**src/rtl/mac_arbiter_if.sv**
```systemverilog
// mac_arbiter_if: requester, MAC and result signals of the round-robin MAC arbiter.
// The slave modport is the arbiter's view; the master modport is the environment's view
// (sample sources, MAC datapath and result consumer).
interface mac_arbiter_if #(
  parameter int NREQ = 4
);
  localparam int IDW = $clog2(NREQ);

  logic [NREQ-1:0]   req_valid;
  logic [NREQ*8-1:0] req_a;
  logic [NREQ-1:0]   req_ready;
  logic [7:0]        mac_a;
  logic              mac_valid_in;
  logic              mac_clr;
  logic [19:0]       mac_f;
  logic              mac_valid_out;
  logic [19:0]       res_f;
  logic [IDW-1:0]    res_id;
  logic              res_valid;
  logic              res_err;

  modport slave (
    input  req_valid, req_a, mac_f, mac_valid_out,
    output req_ready, mac_a, mac_valid_in, mac_clr, res_f, res_id, res_valid, res_err
  );

  modport master (
    output req_valid, req_a, mac_f, mac_valid_out,
    input  req_ready, mac_a, mac_valid_in, mac_clr, res_f, res_id, res_valid, res_err
  );
endinterface

```
**src/rtl/mac_arbiter.sv**
```systemverilog
// mac_arbiter: round-robin scheduler sharing one square-accumulate MAC among NREQ
// requesters. Each frame: clear the MAC, stream FRAME_LEN samples of the granted
// requester, count returned MAC valids, then post the sum tagged with the requester ID.
// Optional macro MAC_ARB_TIMEOUT_EN: abort a frame after TIMEOUT consecutive stall
// cycles in STREAM and report it through res_err.
module mac_arbiter #(
  parameter int NREQ      = 4,
  parameter int FRAME_LEN = 4,
  parameter int TIMEOUT   = 15
) (
  input  logic         clk,
  input  logic         reset,
  mac_arbiter_if.slave bus
);
  localparam int IDW = $clog2(NREQ);
  localparam int CW  = $clog2(FRAME_LEN + 1);
  localparam logic [CW-1:0] LAST_CNT = CW'(FRAME_LEN - 1);

  localparam logic [2:0] ST_IDLE   = 3'd0;
  localparam logic [2:0] ST_CLEAR  = 3'd1;
  localparam logic [2:0] ST_STREAM = 3'd2;
  localparam logic [2:0] ST_DRAIN  = 3'd3;
  localparam logic [2:0] ST_DONE   = 3'd4;

  logic [2:0]     state_q, state_d;
  logic [IDW-1:0] rr_ptr_q, rr_ptr_d;
  logic [IDW-1:0] gnt_q, gnt_d;
  logic [CW-1:0]  in_cnt_q, in_cnt_d;
  logic [CW-1:0]  out_cnt_q, out_cnt_d;
  logic [19:0]    res_f_q, res_f_d;
  logic [IDW-1:0] res_id_q, res_id_d;
  logic [IDW-1:0] pick_s;
  logic           mv_s;
  logic           frame_done_s;

`ifdef MAC_ARB_TIMEOUT_EN
  localparam int SW = $clog2(TIMEOUT + 1);
  localparam logic [SW-1:0] STALL_LAST = SW'(TIMEOUT - 1);
  logic [SW-1:0] stall_cnt_q, stall_cnt_d;
  logic          err_q, err_d;
`endif

  // MAC results only count while a frame is in flight
  assign mv_s         = bus.mac_valid_out & ((state_q == ST_STREAM) | (state_q == ST_DRAIN));
  assign frame_done_s = mv_s & (out_cnt_q == LAST_CNT);

  // Round-robin pick: first requesting index at or above rr_ptr, wrapping around
  always_comb begin
    int             sum;
    logic [IDW-1:0] idx;
    pick_s = rr_ptr_q;
    for (int k = NREQ - 1; k >= 0; k--) begin
      sum    = int'(rr_ptr_q) + k;
      idx    = (sum >= NREQ) ? IDW'(sum - NREQ) : IDW'(sum);
      pick_s = bus.req_valid[idx] ? idx : pick_s;
    end
  end

  // Frame sequencing: grant, clear, stream, drain, post result
  always_comb begin
    state_d   = state_q;
    rr_ptr_d  = rr_ptr_q;
    gnt_d     = gnt_q;
    in_cnt_d  = in_cnt_q;
    out_cnt_d = out_cnt_q;
    res_f_d   = res_f_q;
    res_id_d  = res_id_q;
`ifdef MAC_ARB_TIMEOUT_EN
    stall_cnt_d = stall_cnt_q;
    err_d       = err_q;
`endif
    case (state_q)
      ST_IDLE: begin
        in_cnt_d  = '0;
        out_cnt_d = '0;
`ifdef MAC_ARB_TIMEOUT_EN
        stall_cnt_d = '0;
`endif
        if (|bus.req_valid) begin
          gnt_d   = pick_s;
          state_d = ST_CLEAR;
        end else begin
          state_d = ST_IDLE;
        end
      end
      ST_CLEAR: begin
        state_d = ST_STREAM;
      end
      ST_STREAM: begin
        out_cnt_d = out_cnt_q + CW'(mv_s);
        if (frame_done_s) begin
          state_d  = ST_DONE;
          res_f_d  = bus.mac_f;
          res_id_d = gnt_q;
`ifdef MAC_ARB_TIMEOUT_EN
          err_d = 1'b0;
`endif
        end else if (bus.req_valid[gnt_q]) begin
          in_cnt_d = in_cnt_q + CW'(1);
`ifdef MAC_ARB_TIMEOUT_EN
          stall_cnt_d = '0;
`endif
          state_d = (in_cnt_q == LAST_CNT) ? ST_DRAIN : ST_STREAM;
        end else begin
`ifdef MAC_ARB_TIMEOUT_EN
          if (stall_cnt_q == STALL_LAST) begin
            state_d  = ST_DONE;
            res_f_d  = 20'd0;
            res_id_d = gnt_q;
            err_d    = 1'b1;
          end else begin
            stall_cnt_d = stall_cnt_q + SW'(1);
          end
`else
          state_d = ST_STREAM;
`endif
        end
      end
      ST_DRAIN: begin
        out_cnt_d = out_cnt_q + CW'(mv_s);
        if (frame_done_s) begin
          state_d  = ST_DONE;
          res_f_d  = bus.mac_f;
          res_id_d = gnt_q;
`ifdef MAC_ARB_TIMEOUT_EN
          err_d = 1'b0;
`endif
        end else begin
          state_d = ST_DRAIN;
        end
      end
      ST_DONE: begin
        rr_ptr_d = (gnt_q == IDW'(NREQ - 1)) ? '0 : gnt_q + IDW'(1);
        state_d  = ST_IDLE;
      end
      default: begin
        state_d = ST_IDLE;
      end
    endcase
  end

  // State, grant, counter and result registers
  always_ff @(posedge clk or negedge reset) begin
    if (!reset) begin
      state_q   <= ST_IDLE;
      rr_ptr_q  <= '0;
      gnt_q     <= '0;
      in_cnt_q  <= '0;
      out_cnt_q <= '0;
      res_f_q   <= 20'd0;
      res_id_q  <= '0;
`ifdef MAC_ARB_TIMEOUT_EN
      stall_cnt_q <= '0;
      err_q       <= 1'b0;
`endif
    end else begin
      state_q   <= state_d;
      rr_ptr_q  <= rr_ptr_d;
      gnt_q     <= gnt_d;
      in_cnt_q  <= in_cnt_d;
      out_cnt_q <= out_cnt_d;
      res_f_q   <= res_f_d;
      res_id_q  <= res_id_d;
`ifdef MAC_ARB_TIMEOUT_EN
      stall_cnt_q <= stall_cnt_d;
      err_q       <= err_d;
`endif
    end
  end

  // Output decode from the registered state; the sample path follows the granted source
  always_comb begin
    bus.req_ready    = '0;
    bus.mac_a        = 8'd0;
    bus.mac_valid_in = 1'b0;
    bus.mac_clr      = (state_q == ST_CLEAR);
    bus.res_valid    = (state_q == ST_DONE);
    bus.res_f        = res_f_q;
    bus.res_id       = res_id_q;
`ifdef MAC_ARB_TIMEOUT_EN
    bus.res_err = err_q & (state_q == ST_DONE);
`else
    bus.res_err = 1'b0;
`endif
    if (state_q == ST_STREAM) begin
      bus.req_ready    = NREQ'(1) << gnt_q;
      bus.mac_a        = bus.req_a[{gnt_q, 3'b000} +: 8];
      bus.mac_valid_in = bus.req_valid[gnt_q];
    end else begin
      bus.req_ready    = '0;
    end
  end
endmodule

```
**src/flat_wrapper.sv**
```systemverilog
// flat-port wrapper written by rule: the top's interface ports become plain ports
module mac_arbiter_flat 
#(
  parameter int NREQ      = 4,
  parameter int FRAME_LEN = 4,
  parameter int TIMEOUT   = 15
)
  (clk, reset, bus_req_valid, bus_req_a, bus_mac_f, bus_mac_valid_out, bus_req_ready, bus_mac_a, bus_mac_valid_in, bus_mac_clr, bus_res_f, bus_res_id, bus_res_valid, bus_res_err);
  mac_arbiter_if #(.NREQ(NREQ)) bus_i ();
  input  logic clk;
  input  logic reset;
  input wire logic [$bits(bus_i.req_valid)-1:0] bus_req_valid;
  input wire logic [$bits(bus_i.req_a)-1:0] bus_req_a;
  input wire logic [$bits(bus_i.mac_f)-1:0] bus_mac_f;
  input wire logic [$bits(bus_i.mac_valid_out)-1:0] bus_mac_valid_out;
  output wire logic [$bits(bus_i.req_ready)-1:0] bus_req_ready;
  output wire logic [$bits(bus_i.mac_a)-1:0] bus_mac_a;
  output wire logic [$bits(bus_i.mac_valid_in)-1:0] bus_mac_valid_in;
  output wire logic [$bits(bus_i.mac_clr)-1:0] bus_mac_clr;
  output wire logic [$bits(bus_i.res_f)-1:0] bus_res_f;
  output wire logic [$bits(bus_i.res_id)-1:0] bus_res_id;
  output wire logic [$bits(bus_i.res_valid)-1:0] bus_res_valid;
  output wire logic [$bits(bus_i.res_err)-1:0] bus_res_err;
  assign bus_i.req_valid = bus_req_valid;
  assign bus_i.req_a = bus_req_a;
  assign bus_i.mac_f = bus_mac_f;
  assign bus_i.mac_valid_out = bus_mac_valid_out;
  assign bus_req_ready = bus_i.req_ready;
  assign bus_mac_a = bus_i.mac_a;
  assign bus_mac_valid_in = bus_i.mac_valid_in;
  assign bus_mac_clr = bus_i.mac_clr;
  assign bus_res_f = bus_i.res_f;
  assign bus_res_id = bus_i.res_id;
  assign bus_res_valid = bus_i.res_valid;
  assign bus_res_err = bus_i.res_err;
  mac_arbiter #(.NREQ(NREQ), .FRAME_LEN(FRAME_LEN), .TIMEOUT(TIMEOUT)) u_core (.clk(clk), .reset(reset), .bus(bus_i));
endmodule
```
**config.mk**
```make
export PLATFORM = sky130hd
export DESIGN_NAME = mac_arbiter_flat
export DESIGN_NICKNAME = d
export VERILOG_FILES = /design/src/rtl/mac_arbiter_if.sv /design/src/rtl/mac_arbiter.sv /design/src/flat_wrapper.sv
export SDC_FILE = /design/constraint.sdc
export NUM_CORES = 1
export LEC_CHECK = 0
export ABC_CLOCK_PERIOD_IN_PS = 4310
export CORE_ASPECT_RATIO = 1.25
export CORE_MARGIN = 4
export CORE_UTILIZATION = 44
export CTS_BUF_LIST = sky130_fd_sc_hd__clkbuf_8
export DETAILED_ROUTE_END_ITERATION = 8
export PLACE_DENSITY = 0.87
export RECOVER_POWER = 25
export SLEW_MARGIN = 20
export SYNTH_ARGS = -nofsm -noshare
export SYNTH_HDL_FRONTEND = slang
export SYNTH_SLANG_ARGS = --single-unit
```
**constraint.sdc**
```tcl
create_clock -name clk -period 4.31 [get_ports clk]
set_input_delay 0.431 -clock clk [delete_from_list [all_inputs] [get_ports clk]]
set_output_delay 0.431 -clock clk [all_outputs]
set_load 0.01 [all_outputs]
```
==> results.md, run 1 <==
* Post-layout util at 72.0%
* Final WL at 4.51 mm
* Syn_nets at approximately 220
* Final setup viols at 0
* CP Max Fanout at 15
* DRC viols at 0
* FP Rows at 26
* CP Class: reg2out
* Wire per inst at 15.0 um
* Post-Synth XOR/XNOR Area at 0%
* Compound-Gate Fraction of Synth Area at 5.37%
* Setup bufs post-CTS at 0
* Top-level I/O count at 97
* Fin. Hold Viols at 0
* Post-Synth Adder-Cell Area at 5.24%
* Clock latency on the worst-skew pair at 0.28 ns
* Die ar. at 5460 um^2
* Max Fclk at 363 MHz
* Final setup TNS at 0 ns
* Crit share post-route at 64.0%
* Seq. cell area at 876 um^2
* VDD IR max at 0.341 mV
* H-tree depth at 2
* CP required at 3.88 ns
* Count of different cell masters after synthesis at 30
* Die Wd at 66.9 um
* Final Critical Period at 2.76 ns
* Port-buffer cells at 95
* CTS Buf Count at 5
* TritonCTS clock tree: done
* Worst-path clk slew at about 0.060 ns
* Final Slew Violations at 36
* Area grow syn2layout at 55.8%
* Fin area at 2970 um^2
* Simple logic cell fraction of the synthesized area at between 10 and 15%
* Antenna diodes at 0
* DP HPWL at 3.58 mm
* Failing checks: max-capacitance violations, max-slew violations
* Power Density at approximately 600 nW/um^2
* CP startpoint kind: flip-flop
* RSZ-0062 raised after global routing: false
* GRT Residual Overflow at 0
* Total power at about 1.7 mW
* Mapped Area at 1910 um^2
* Vias in the first global route at 1550
* DR vias at 1525
* Clk pwr share at a little under an eighth
* Relative slew margins at -22.8%
* Reg power frac at a little over a third
* Synthesized instance count at 150
* YS warnings at 0
* Gp weighted congestion at 0.710
* #FFs+latches synth at 35
* Worst Tran Pin Value at 1.84 ns
* CTS resizes at 0
* Combinational share of power at a little over half
* Sw power at 570 uW
* Share of cells above drive strength 1 at 17.1%
* Initial antenna violation count at 0
* Root Buffer: clkbuf_8
* Core Area at about 4100 um^2
* FILL cells at 323
* Sw Ratio at 32.9%
* Post-synthesis mux area share at 26.9%
* Setup crit end kind: primary output
* Sequential fraction of the synthesis area at 45.9%
* DP Area at 2910 um^2
* Max clock buf depth at 2
* Routed Antenna Nets at 0
* DR vias/cell at 5.07
* Worst Skew at 0.00299 ns
* Placed insts at a little under 300
* Post-synth ARST share at 100%
* Pin count of the biggest net entering global routing at 36
* Initial DRC Count at 29
* Clock sink total at 35
* Static leakage at approximately 1.3 nW
* Internal at 1.16 mW
* Die height at 81.7 um
* Status: finished with violations
* Nets at 313
* Multi-input logic area at 967 um^2
* Largest family of logic cells by synthesized area: multiplexers
* CP arrival at 2.33 ns
* Pre-antenna DRT Iters at 4
* First-pass GRT wire length at 7.10 mm
* Final std cells w/o fill at 301
* Mean Syn Cell Area at 12.7 um^2
* Initial core utilization at 46.2%
* # Max-Cap Violations at 1
* Hold Buf Count CTS at 0
* Overall routing resource usage at between 10% and 20%
* Most used DFF post-synth: dfrtp_1
* Number of synthesized flops with an enable pin at 0
* HP Class: reg2reg
-- cells in the mapped netlist (2+ instances only) --
library cell	number	area (um^2)
inv_1	7	26.3
mux2i_1	3	30.0
a22o_1	3	26.3
nor2_1	6	22.5
mux2_2	25	282
nand2_1	6	22.5
mux4_2	9	203
o21ai_0	2	10.0
and2_1	14	87.6
o22ai_1	3	18.8
ha_1	8	100
nand2b_1	4	25.0
buf_2	5	25.0
dfrtp_1	35	876
clkbuf_1	2	7.51
nor2b_1	4	25.0
-- cells by family after synthesis --
logic type               Yosys count
buffers and inverters             15
multiplexers                      37
adder cells (fa/ha/maj)            8
flip-flops                        35
AO/OA/AOI/OAI                     14
AND/OR/NAND/NOR                   40
other                              1
-- layer usage --
metal  global-route usage (%)  routed length, um  up-vias
met5                        0                  0        -
li1                         -                  -      722
met1                     18.2               1700      706
met3                     9.85                750        5
met4                     4.26                 48        0
met2                     29.2               2010       92
-- worst paths after layout --
check | startpoint | end | slack, ns | cells past startpoint
worst max-delay path | u_core.gnt_q[0] | bus_mac_a[3] | 1.55 | 3
worst min-delay path | u_core.in_cnt_q[0] | u_core.in_cnt_q[0] | 0.50 | 1
worst max register to register | u_core.state_q[2] | u_core.state_q[0] | 2.06 | 5
worst min register to register | u_core.in_cnt_q[0] | u_core.in_cnt_q[0] | 0.50 | 1
max in group asynchronous | reset | u_core.bus.res_f[3] | 2.06 | 2
min in group asynchronous | reset | u_core.bus.res_f[17] | 1.18 | 2
-- cell usage in the layout, fill, tap and decap left out, drive strengths merged, types with 4 or more instances in the layout --
master and n:
mux2 25, clkdlybuf4s50 94, and2 14, ha 8, clkbuf 6, mux4 9
nand2 6, dfrtp 35, inv 8, nand2b 5, nor2b 4, nor2 6
-- power by group through the flow --
stage / combinational, mW / sequential, mW / clock (mW)
final: 0.917 / 0.608 / 0.209
after global routing: 1.00 / 0.637 / 0.233
after CTS: 0.936 / 0.611 / 0.220
after detailed placement: 0.932 / 0.618 / 0
after global placement: 0.912 / 0.610 / 0
after floorplan: 0.473 / 0.613 / 0
-- stage by stage --
stage	worst slack (ns)	hold WS [ns]
after global routing	1.39	0.519
after global placement	1.81	0.474
after detailed placement	1.79	0.495
after floorplan	2.47	0.135
final	1.55	0.500
after CTS	1.50	0.509
-- worst max-delay path: stages, from the launching register on --
cell and delay [ns]:
dfrtp_1 0.81, mux4_2 0.59, and2_1 0.17, clkdlybuf4s50_1 0.47
-- state kept, by name, indices dropped and copies added, names as in the netlist --
name               flops
u_core.in_cnt_q        3
u_core.bus.res_id      2
u_core.out_cnt_q       3
u_core.state_q         3
u_core.rr_ptr_q        2
u_core.gnt_q           2
u_core.bus.res_f      20
-- area by class of cell --
| cell class | instances | share of cell area [%] |
|---|---|---|
| clock buffers | 5 | 2.31 |
| clock inverters | 1 | 0.126 |
| inverters | 7 | 0.883 |
| multi-input cells | 100 | 32.5 |
| flip-flops and latches | 35 | 29.4 |
| well taps | 56 | 2.36 |
| repair buffers | 97 | 32.4 |
(Power assumes the default switching activity.)
==> run 2, diff against run 1 <==
ABC_CLOCK_PERIOD_IN_PS = 2800   (was 4310)
CORE_UTILIZATION = 41   (was 44)
PLACE_DENSITY = 0.82   (was 0.87)
clock period = 2.8 ns   (was 4.31 ns; I/O delays follow)
==> run 2 against run 1 <==
  * The run still ends with max-capacitance violations, max-slew violations left
  * Hold slack got worse by 0.010 ns
  * First-iteration DRC count rose by 55%
  * Non-clock buffer count rose by 1
  * Via count rose by 1.6%
  * Clock power rose by 73%
  * Die area rose by 6.5%
  * Setup slack got worse by 1.3 ns
  * Critical path type unchanged
  * Critical endpoint unchanged
  * Largest power group unchanged
==> results.md, run 2 (synthesis results as in run 1) <==
* DR vias at around 1600
* Multi-input logic area at 967 um^2
* Final Critical Period at 2.55 ns
* DP HPWL at 3.49 mm
* Setup crit end kind: primary output
* Pre-antenna DRT Iters at 5
* CP Max Fanout at 15
* Port-buffer cells at 95
* Area grow syn2layout at 56.9%
* Reg-to-reg slack, setup at 0.80 ns
* Initial core utilization at a little over two fifths
* Internal at about 1.8 mW
* Overall routing resource usage at 15.7%
* CP required at 2.52 ns
* Static leakage at 1.27 nW
* Relative slew margins at -21.9%
* Hold Buf Count CTS at 0
* HP Class: in2async
* Antenna diodes at 0
* FILL cells at ~340
* Initial DRC Count at 45
* Final setup viols at 0
* TritonCTS clock tree: done
* First-pass GRT wire length at 7.43 mm
* Nets at about 310
* Final Slew Violations at 36
* FF-to-FF path depth at 5
* Die Wd at 69.0 um
* Seq. cell area at around 880 um^2
* Gp weighted congestion at 0.815
* Number of flip-flops in the largest register at 20
* CP startpoint kind: flip-flop
* CP arrival at roughly 2.3 ns
* DRC viols at 0
* Sw Ratio at about a third
* R2R Path Start: u_core.state_q[2]
* Wire per inst at approximately 15 um
* Worst Tran Pin Value at about 1.8 ns
* RSZ-0062 raised after global routing: false
* Pin count of the biggest net entering global routing at 36
* CP Class: reg2out
* Root Buffer: clkbuf_8
* # Max-Cap Violations at 1
* Setup bufs post-CTS at 0
* Vias in the first global route at 1589
* Clk pwr share at between 10% and 20%
* GRT Residual Overflow at 0
* FP Rows at 27
* Max clock buf depth at 2
* Fin. Hold Viols at 0
* Die height at 84.3 um
* Clock latency on the worst-skew pair at 0.28 ns
* CTS Buf Count at 5
* Routed Antenna Nets at 0
* Initial antenna violation count at 0
* Reg power frac at 34.4%
* Share of cells above drive strength 1 at 18.6%
* DR vias/cell at 5.08
* Core Area at 4460 um^2
* Worst Skew at 0.00784 ns
* H-tree depth at 2
* Max Fclk at 392 MHz
* Status: finished with violations
* Reg2reg end: u_core.state_q[0]
* Top-level I/O count at 97
* Clock sink total at 35
* VDD IR max at 0.637 mV
* Worst-path clk slew at 0.07 ns
* Commonest non-fill, non-tap cell in the layout: clkdlybuf4s50_1
* Power Density at 907 nW/um^2
* Die ar. at 5820 um^2
* Sw power at 881 uW
* Final WL at about 4.5 mm
* Post-layout util at 67.2%
* Final setup TNS at 0 ns
* Crit share post-route at approximately 91%
* Commonest non-fill, non-tap cells in the layout: clkdlybuf4s50_1, dfrtp_1, mux2_2
* Combinational share of power at between 50% and 60%
* Failing checks: max-capacitance violations, max-slew violations
* CTS resizes at 0
-- run 2: changes by cell type in the layout (fill, tap and decap cells not counted), sizes merged --
cell | previous run | this run
dlygate4sd3 | 1 | 0
buf | 1 | 3
clkbuf | 6 | 7
inv | 8 | 7
clkinv | 0 | 1
-- run 2: worst max-delay path by stage --
stage	to	cells after the start	from	slack (ns)
after global routing	bus_mac_a[1]	3	u_core.gnt_q[0]	0.11
final	bus_mac_a[3]	3	u_core.gnt_q[0]	0.25
after CTS	bus_mac_a[3]	3	u_core.gnt_q[0]	0.21
after floorplan	u_core.state_q[0]	6	u_core.state_q[2]	0.98
after global placement	bus_mac_a[0]	3	u_core.gnt_q[0]	0.53
after detailed placement	bus_mac_a[3]	3	u_core.gnt_q[0]	0.52
-- run 2: routing by layer --
layer	track usage (%)	routed length (um)
met5	0	0
met3	6.59	396
met4	3.73	46
met2	27.4	2110
met1	17.8	1910
-- run 2: power by group through the flow --
stage,clock network [mW],registers (mW),logic (mW)
2_1_floorplan,0,0.943,0.728
3_3_place_gp,0,0.938,1.41
3_5_place_dp,0,0.949,1.44
4_1_cts,0.378,0.940,1.44
5_1_grt,0.404,0.975,1.53
6_report,0.362,0.936,1.42
-- run 2: stage by stage --
step                      hold slack (ns)  cells  area, um^2  power, mW  worst slack [ns]
after floorplan                   -0.0156    150        1910       1.67             0.978
after global placement              0.405    298        2910       2.35             0.534
after detailed placement            0.404    298        2910       2.39             0.519
after CTS                          0.0938    305        3000       2.76             0.211
after global routing                0.522    305        3000       2.91             0.106
final                               0.490    305        3000       2.72             0.247
-- run 2: layout make-up --
cell class | instances | area share [%]
Timing Repair Buffer | 98 | 32.3
Clock inverter | 1 | 0.167
Clock buffer | 6 | 2.76
Inverter | 7 | 0.877
Tap cell | 58 | 2.42
Multi-Input combinational cell | 100 | 32.3
Sequential cell | 35 | 29.2
-- run 2: worst max-delay path, stage by stage (launching register included) --
cell,delay (ns)
dfrtp_1,0.79
mux4_2,0.58
and2_1,0.17
clkdlybuf4s50_1,0.47
==> run 3, diff against run 2 <==
MAX_ROUTING_LAYER = met4   (was not set)
==> run 3 against run 2 <==
  * The flow still finishes with violations (max-capacitance violations, max-slew violations)
  * Sequential power about the same
  * Flip-flop and latch count unchanged
  * Clock power about the same
  * Final cell count unchanged
  * Hold slack got worse by 0.0032 ns
  * Global-route usage increased by 0.50 points
  * Setup slack improved by 0.0013 ns
  * Clock skew decreased by 0.0034 ns
  * Non-clock buffer count unchanged
  * Combinational power about the same
  * Via count decreased by 0.19%
  * Highest routed layer unchanged
==> results.md, run 3 (synthesis results as in run 1) <==
* Status: finished with violations
* Failing checks: max-capacitance violations, max-slew violations
* Fin. Hold Viols at 0
* Final setup viols at 0
* Root Buffer: clkbuf_8
* Top-level I/O count at slightly below 100
* DP Area at 2910 um^2
* Final WL at 4.47 mm
* CP Class: reg2out
* DR vias at around 1500
* CP Max Fanout at 15
* DP HPWL at 3.49 mm
* Wire per inst at around 15 um
* Setup crit end kind: primary output
* CTS resizes at 0
* FF-to-FF path depth at 5
* Crit share post-route at 91.1%
* Hold Buf Count CTS at 0
* FILL cells at 341
* Final setup TNS at 0 ns
* H-tree depth at 2
* # Max-Cap Violations at 1
* Initial antenna violation count at 0
* Pin count of the biggest net entering global routing at 36
* Port-buffer cells at 95
* Share of cells above drive strength 1 at around a fifth
* Placement Setup Slack at 0.519 ns
* Number of flip-flops in the largest register at 20
* Setup bufs post-CTS at 0
* Critical Path Slowest Stage Cell: dfrtp_1
* CP cell instances: mux4_2 > and2_1 > clkdlybuf4s50_1
* Post-layout util at between 60% and 70%
* Worst Tran Pin Value at 1.81 ns
* Gp weighted congestion at 0.827
* TritonCTS clock tree: done
* First-pass GRT wire length at roughly 7.5 mm
* Initial core utilization at a little over two fifths
* Worst-path clk slew at 0.07 ns
* Relative slew margins at -20.9%
* CP Capture Point: bus_mac_a[3]
* Overall routing resource usage at 16.2%
* Die ar. at ~5800 um^2
* Initial DRC Count at 42
* Power Density at just over 900 nW/um^2
* Max incr delay on CP at about 0.8 ns
* Routed Antenna Nets at 0
* Static leakage at 1.27 nW
* R2R Path Start: u_core.state_q[2]
* FP Rows at 27
* Final WS setup at 0.248 ns
* Clock latency on the worst-skew pair at around 0.28 ns
* Reg2reg end: u_core.state_q[0]
* GRT Residual Overflow at 0
* Commonest non-fill, non-tap cells in the layout: clkdlybuf4s50_1, dfrtp_1, mux2_2
* Core Area at 4460 um^2
* Reg-to-reg slack, setup at 0.81 ns
* HP Class: in2async
* Final Critical Period at around 2.6 ns
* Commonest non-fill, non-tap cell in the layout: clkdlybuf4s50_1
* Clock sink total at 35
* CTS Buf Count at 5
* Antenna diodes at 0
* Worst Skew at roughly 0.0045 ns
* Crit. Startpoint: u_core.gnt_q[0]
* Total power at 2.72 mW
* Vias in the first global route at 1592
* Die Wd at 69.0 um
* RSZ-0062 raised after global routing: false
* Area grow syn2layout at 56.9%
* Die height at 84.3 um
* Max clock buf depth at 2
* Pre-antenna DRT Iters at 4
* Fin area at 3000 um^2
* CP required at between 2 and 3 ns
* Nets at around 310
* CP arrival at approximately 2.3 ns
* VDD IR max at 0.636 mV
* DRC viols at 0
* DR vias/cell at 5.07
* Final Slew Violations at 36
* Max Fclk at 392 MHz
* CP startpoint kind: flip-flop
==> run 3: cell counts in the layout (fill, tap and decap cells not counted) <==
No cell type changed its count.
==> run 3: critical path: cells and delay by family, from the launching register on <==
kind | cells | cell delay [ns]
DFF | 1 | 0.79
muxes | 1 | 0.57
buffers and inverters | 1 | 0.47
and+or+nand+nor | 1 | 0.16
==> run 3: power by group <==
group          internal, mW  total [mW]  switching [mW]
logic                 0.916        1.42           0.502
registers             0.728       0.936           0.209
clock network         0.193       0.361           0.169
==> run 3: layout make-up <==
| type | instances | area (um^2) | share of cell area, % |
|---|---|---|---|
| Multi-Input combinational cell | 100 | 967 | 32.3 |
| Timing Repair Buffer | 98 | 967 | 32.3 |
| Sequential cell | 35 | 876 | 29.2 |
| Clock buffer | 6 | 82.6 | 2.76 |
| Tap cell | 58 | 72.6 | 2.42 |
| Inverter | 7 | 26.3 | 0.877 |
| Clock inverter | 1 | 5.00 | 0.167 |
==> run 3: worst min-delay path by stage <==
| stage | slack [ns] | startpoint | endpoint |
|---|---|---|---|
| floorplan | -0.02 | reset | u_core.bus.res_f[0] |
| global placement | 0.41 | reset | u_core.bus.res_f[13] |
| detailed placement | 0.40 | reset | u_core.bus.res_f[13] |
| CTS | 0.09 | reset | u_core.bus.res_f[1] |
| global route | 0.52 | u_core.in_cnt_q[0] | u_core.in_cnt_q[0] |
| finish | 0.49 | reset | u_core.state_q[2] |
==> run 3: stage by stage <==
step           cells  hold WS (ns)
6_report         305         0.487
3_3_place_gp     298         0.405
5_1_grt          305         0.523
4_1_cts          305        0.0938
2_1_floorplan    150       -0.0156
3_5_place_dp     298         0.404
==> run 3: per-layer routing <==
layer | vias to the layer above | GRT usage (%) | wire length [um]
li1 | 729 | - | -
met2 | 84 | 27.3 | 2090
met5 | - | - | 0
met3 | 6 | 6.11 | 382
met4 | 0 | 3.73 | 49
met1 | 728 | 18.3 | 1940
